## src/rtl/uart_tx.sv

```systemverilog
// UART transmitter: 8N1 framing, MSB first, one start bit and one stop bit.
// A byte is accepted when tx_valid and tx_ready are both high on a rising edge.
// The serial line and the done pulse are registered so that they are glitch-free.
module uart_tx #(
  parameter int unsigned CLKS_PER_BIT = 434
) (
  input  logic       clk_50M,
  input  logic       rst,
  input  logic       tx_valid,
  input  logic [7:0] tx_data,
  output logic       tx_ready,
  output logic       tx,
  output logic       tx_done
);

  // Final count value of one bit period; the counter wraps to zero after it.
  localparam logic [15:0] BIT_LAST = 16'(CLKS_PER_BIT - 1);

  typedef enum logic [1:0] {
    ST_IDLE  = 2'd0,
    ST_START = 2'd1,
    ST_DATA  = 2'd2,
    ST_STOP  = 2'd3
  } state_t;

  state_t      state_q, state_d;
  logic [15:0] cnt_q, cnt_d;
  logic [2:0]  idx_q, idx_d;
  logic [7:0]  shift_q, shift_d;
  logic        tx_q, tx_d;
  logic        done_q, done_d;
  logic        bit_end_s;

  assign bit_end_s = (cnt_q == BIT_LAST);

  // Ready is combinational on rst so the block refuses bytes while reset is held.
  assign tx_ready  = (state_q == ST_IDLE) && !rst;
  assign tx        = tx_q;
  assign tx_done   = done_q;

  // Next-state logic; tx and done are computed from the next state so the
  // registered outputs line up with the cycle the state is in.
  always_comb begin
    state_d = state_q;
    cnt_d   = cnt_q;
    idx_d   = idx_q;
    shift_d = shift_q;
    tx_d    = tx_q;
    case (state_q)
      ST_IDLE: begin
        cnt_d = 16'd0;
        idx_d = 3'd0;
        if (tx_valid) begin
          state_d = ST_START;
          shift_d = tx_data;
          tx_d    = 1'b0;
        end else begin
          state_d = ST_IDLE;
          tx_d    = 1'b1;
        end
      end
      ST_START: begin
        if (bit_end_s) begin
          state_d = ST_DATA;
          cnt_d   = 16'd0;
          idx_d   = 3'd0;
          tx_d    = shift_q[7];
        end else begin
          cnt_d = cnt_q + 16'd1;
          tx_d  = 1'b0;
        end
      end
      ST_DATA: begin
        if (bit_end_s) begin
          cnt_d = 16'd0;
          if (idx_q == 3'd7) begin
            state_d = ST_STOP;
            tx_d    = 1'b1;
          end else begin
            idx_d   = idx_q + 3'd1;
            shift_d = {shift_q[6:0], 1'b0};
            tx_d    = shift_q[6];
          end
        end else begin
          cnt_d = cnt_q + 16'd1;
        end
      end
      ST_STOP: begin
        tx_d = 1'b1;
        if (bit_end_s) begin
          state_d = ST_IDLE;
          cnt_d   = 16'd0;
        end else begin
          cnt_d = cnt_q + 16'd1;
        end
      end
      default: begin
        state_d = ST_IDLE;
        cnt_d   = 16'd0;
        idx_d   = 3'd0;
        tx_d    = 1'b1;
      end
    endcase
    // Done marks the final cycle of the stop bit.
    done_d = (state_d == ST_STOP) && (cnt_d == BIT_LAST);
  end

  // State and output registers with synchronous reset that aborts any frame.
  always_ff @(posedge clk_50M) begin
    if (rst) begin
      state_q <= ST_IDLE;
      cnt_q   <= 16'd0;
      idx_q   <= 3'd0;
      shift_q <= 8'h00;
      tx_q    <= 1'b1;
      done_q  <= 1'b0;
    end else begin
      state_q <= state_d;
      cnt_q   <= cnt_d;
      idx_q   <= idx_d;
      shift_q <= shift_d;
      tx_q    <= tx_d;
      done_q  <= done_d;
    end
  end

endmodule

```

## config.mk

```make
export PLATFORM = sky130hd
export DESIGN_NAME = uart_tx
export DESIGN_NICKNAME = d
export VERILOG_FILES = /design/src/rtl/uart_tx.sv
export SDC_FILE = /design/constraint.sdc
export NUM_CORES = 1
export LEC_CHECK = 0
export ABC_CLOCK_PERIOD_IN_PS = 2300
export CAP_MARGIN = 20
export CELL_PAD_IN_SITES_DETAIL_PLACEMENT = 1
export CELL_PAD_IN_SITES_GLOBAL_PLACEMENT = 1
export CORE_MARGIN = 3
export CORE_UTILIZATION = 43
export DETAILED_ROUTE_END_ITERATION = 10
export GPL_TIMING_DRIVEN = 0
export HOLD_SLACK_MARGIN = 0.06
export PLACE_DENSITY_LB_ADDON = 0.1
export SYNTH_ARGS = -nofsm -noshare
export SYNTH_HDL_FRONTEND = slang
export SYNTH_SLANG_ARGS = --single-unit
```

## constraint.sdc

```tcl
create_clock -name clk_50M -period 2.3 [get_ports clk_50M]
set_input_delay 0.46 -clock clk_50M [delete_from_list [all_inputs] [get_ports clk_50M]]
set_output_delay 0.46 -clock clk_50M [all_outputs]
set_load 0.03 [all_outputs]
```

==> results.py <==
metrics = {
    "power": {
        "total_power_mw": 1.22,
        "power.ir.vdd_worst_mv": 0.413,
        "cellPowerDensity_mw_per_mm2": 632,
        "power_leakage_nw": 0.724,
    },
    "timing": {
        "worst_clock_skew_ns": 0.00713,
        "timing.max_slew.rel_slack": 0.515,
        "hold_ws_ns": 0.483,
        "maximum_operating_frequency_mhz": 478,
        "final-max-slew-violation-count": 0,
        "layout_min_cycle_time_ns": 2.09,
        "setup_total_negative_slack_ns": 0,
        "rsz0062_at_grt": "no",
        "setup_viol": 0,
        "worst_slew_pin_slew_ns": 0.727,
        "report.final.hold_viol_count": 0,
        "post-route-period-util": 0.909,
    },
    "yosys": {
        "synth.top_cells.by_area": "sky130_fd_sc_hd__dfxtp_1 38%, sky130_fd_sc_hd__nor2_1 7.9%, sky130_fd_sc_hd__mux2i_1 4.3%",
        "area_of_the_mapped_netlist_sq_mm": 0.00163,
        "yosysWarnings": 0,
        "yosys_register_bits": 31,
        "postSynthNetCount": 192,
        "top_ff_cell_synth": "sky130_fd_sc_hd__dfxtp_1",
        "netlist.area_leader.share": 0.382,
        "async_reset_ff_frac": 0,
        "average_cell_area_after_synthesis_sq_um": 9.18,
        "yosysTopAreaCell": "sky130_fd_sc_hd__dfxtp_1",
        "synth_enable_flop_cells": 0,
        "synth.yosys.seq_area_share": 0.382,
        "post_synth_num_cell_types": 42,
        "synthesis.instances": 177,
    },
    "worst_setup_path": {
        "critical-path-max-stage-delay_ns": 0.42,
        "timing_worst_setup_path_type": "flip-flop to flip-flop",
        "path_buf_inv": 1,
        "crit_path_start_kind": "flip-flop",
        "crit_path_end_kind": "flip-flop",
        "cp_top_family": "compound AO/OA/AOI/OAI gates",
        "reg2regPathDepth": 7,
        "r2r_setup_slack_ns": 0.21,
        "critical_path_arrival_ns": 2.29,
        "cells_traversed_along_the_worst_timing_path": "ha_1, nor4b_4, nand4_4, o32ai_4, buf_6, nor2_1, a211oi_2",
        "max_fanout_on_critical_path": 10,
        "critical_path_required_ns": 2.50,
        "cpMaxStageDelayCell": "sky130_fd_sc_hd__dfxtp_1",
        "timing.rr.end": "shift_q[2]$_SDFFE_PP0P_",
        "reg2reg_from": "cnt_q[0]$_SDFF_PP0_",
    },
    "global_route": {
        "grt_max_degree": 11,
        "grt_remaining_overflow": 0,
        "antenna_found_initial": 0,
        "grt_pass1_wl_um": 6330,
        "grt_util_all_layers": 0.183,
        "grt_pass1_vias": 1375,
    },
    "clock_network": {
        "clockRootBuffer": "sky130_fd_sc_hd__clkbuf_8",
        "cts.reportedPaths.clkPinSlew_ns": 0.07,
        "tritoncts": "built",
        "cts_buffers": 5,
        "clock_insertion_delay_worst_skew_ns": 0.28,
        "htree_num_levels": 2,
        "ctsLongestPathBuffers": 2,
        "cts.sinks": 31,
    },
    "placement": {
        "portBuffers": 12,
        "place_congestion": 0.817,
        "detailedPlacementHpwl_um": 2660,
    },
    "drt": {
        "number_of_design_rule_violations_left_after_detail_routing": 0,
        "drt_pre_antenna_iters": 4,
        "detail-route-antenna-nets": 0,
        "vias": 1351,
        "viasPerCell": 5.58,
        "postRouteWirelength_um": 3640,
        "dr_iter_0_viols": 68,
        "routedWlPerCell_um": 15.0,
    },
    "floorplan": {
        "start_util": 0.465,
        "design.die.area_sq_mm": 0.00455,
        "top_level_port_count": 14,
        "fp-row-count": 21,
        "core_area_sq_mm": 0.00349,
        "die_width_um": 67.5,
        "dieHeight_um": 67.5,
    },
    "cells_and_area": {
        "share_of_layout_cells_above_drive_strength_1": 0.122,
        "insertedDiodeCount": 0,
        "num-nets-final": 210,
        "area_growth_syn_to_layout_pct": 18.4,
    },
    "hold_path": {
        "worst_hold_stages": 2,
        "hold_path.startpoint": "shift_q[0]$_SDFFE_PP0P_",
        "hp-class": "flip-flop to flip-flop",
        "worstHoldEndpoint": "shift_q[0]$_SDFFE_PP0P_",
    },
    "flow_run": {
        "timing.max_cap.violations": 0,
    },
    "outcome": {
        "run_status": "finished, final reports clean",
    },
}
==> final cells by class <==
class | instances | area, sq um
plain buffers | 7 | 40.0
clock buffers | 6 | 82.6
clock inverters | 2 | 35.0
fillers | 404 | 1570
inverters | 2 | 7.51
multi-input cells | 136 | 958
flip-flops and latches | 31 | 621
well taps | 46 | 57.6
repair buffers | 12 | 123
==> where the power goes <==
group | internal [mW] | total [mW] | switching (mW)
logic | 0.0487 | 0.103 | 0.0545
clock network | 0.350 | 0.550 | 0.200
registers | 0.553 | 0.563 | 0.0101
total | 0.952 | 1.22 | 0.264
==> synth_stat cells (2+ instances only) <==
cell type / count
sky130_fd_sc_hd__ha_1: 4
sky130_fd_sc_hd__nand2_1: 7
sky130_fd_sc_hd__nor4b_4: 2
sky130_fd_sc_hd__nor4b_1: 3
sky130_fd_sc_hd__inv_1: 2
sky130_fd_sc_hd__a211oi_1: 5
sky130_fd_sc_hd__nor4_1: 2
sky130_fd_sc_hd__nand4_1: 5
sky130_fd_sc_hd__a211oi_2: 3
sky130_fd_sc_hd__a21oi_1: 4
sky130_fd_sc_hd__clkbuf_1: 5
sky130_fd_sc_hd__nor2_1: 34
sky130_fd_sc_hd__xor2_1: 7
sky130_fd_sc_hd__and4_1: 2
sky130_fd_sc_hd__xnor2_1: 7
sky130_fd_sc_hd__nand2b_1: 3
sky130_fd_sc_hd__mux2i_1: 7
sky130_fd_sc_hd__and3_1: 2
sky130_fd_sc_hd__a21o_1: 3
sky130_fd_sc_hd__nand3_1: 9
sky130_fd_sc_hd__dfxtp_1: 31
sky130_fd_sc_hd__nor3_1: 7
sky130_fd_sc_hd__o21ai_0: 3
sky130_fd_sc_hd__a31oi_1: 2
==> metrics by stage <==
stage	setup WS [ns]	area (sq um)	std cells	util
global route	0.0166	1920	242	0.551
floorplan	0.297	1630	177	-
global placement	-0.104	1800	235	0.516
finish	0.210	1920	242	0.551
detailed placement	-0.109	1800	235	0.516
CTS	0.0323	1920	243	0.550
==> registers in the layout (all words and copies together) (netlist names) <==
| register | count |
|---|---|
| shift_q | 8 |
| tx | 1 |
| idx_q | 3 |
| state_q | 2 |
| tx_done | 1 |
| cnt_q | 16 |
==> tightest hold or removal path: stages (launching register included) <==
cell and delay (ns):
sky130_fd_sc_hd__dfxtp_1 0.32, sky130_fd_sc_hd__nand2b_1 0.06, sky130_fd_sc_hd__a21oi_1 0.06
==> metal layers <==
metal / up-vias / global-route usage / wire length (um)
li1: 676 / - / -
met1: 648 / 0.217 / 1620
met2: 20 / 0.309 / 1820
met3: 7 / 0.0399 / 115
met4: 0 / 0.0911 / 84
met5: - / 0 / 0
==> cell usage in the layout, fill, tap and decap left out, drive strengths merged, types with 2 or more instances in the layout <==
cell type,count
nor4,2
and4,2
a21o,3
and3,2
nand3,9
inv,2
a211oi,8
o21ai,3
a21oi,4
mux2i,7
nor2,34
dfxtp,31
ha,4
nor3,8
xor2,7
xnor2,7
nand2b,3
or3,2
clkbuf,11
nor4b,5
nand4,6
clkdlybuf4s50,11
nand2,7
a31oi,2
buf,2
==> logic make-up after synthesis <==
logic type                 after synthesis  share of synthesized area
and+or+nand+nor                         84                      0.299
xor gates and xnor gates                14                     0.0754
AOI/OAI and AO/OA                       27                      0.141
DFF                                     31                      0.382
buffers and inverters                   10                     0.0285
adders and majority gates                4                     0.0308
muxes                                    7                     0.0431
==> worst max path at each step <==
| stage | start | endpoint | cells past startpoint | slack (ns) |
|---|---|---|---|---|
| detailed placement | rst | tx_ready | 4 | -0.11 |
| global route | cnt_q[6]$_SDFF_PP0_ | tx_done$_SDFF_PP0_ | 5 | 0.02 |
| CTS | rst | tx_ready | 4 | 0.03 |
| global placement | rst | tx_ready | 4 | -0.10 |
| finish | cnt_q[0]$_SDFF_PP0_ | shift_q[2]$_SDFFE_PP0P_ | 7 | 0.21 |
| floorplan | rst | tx_ready | 3 | 0.30 |
==> what timing repair did <==
action | 4_1_cts | 5_1_grt
hold buffers | 0 | 0
gates cloned | 0 | 0
setup buffers | 0 | 0
gates resized for setup | 1 | 4
setup endpoints to repair | 1 | 11
Note: power is estimated with default switching activity, not from simulation.
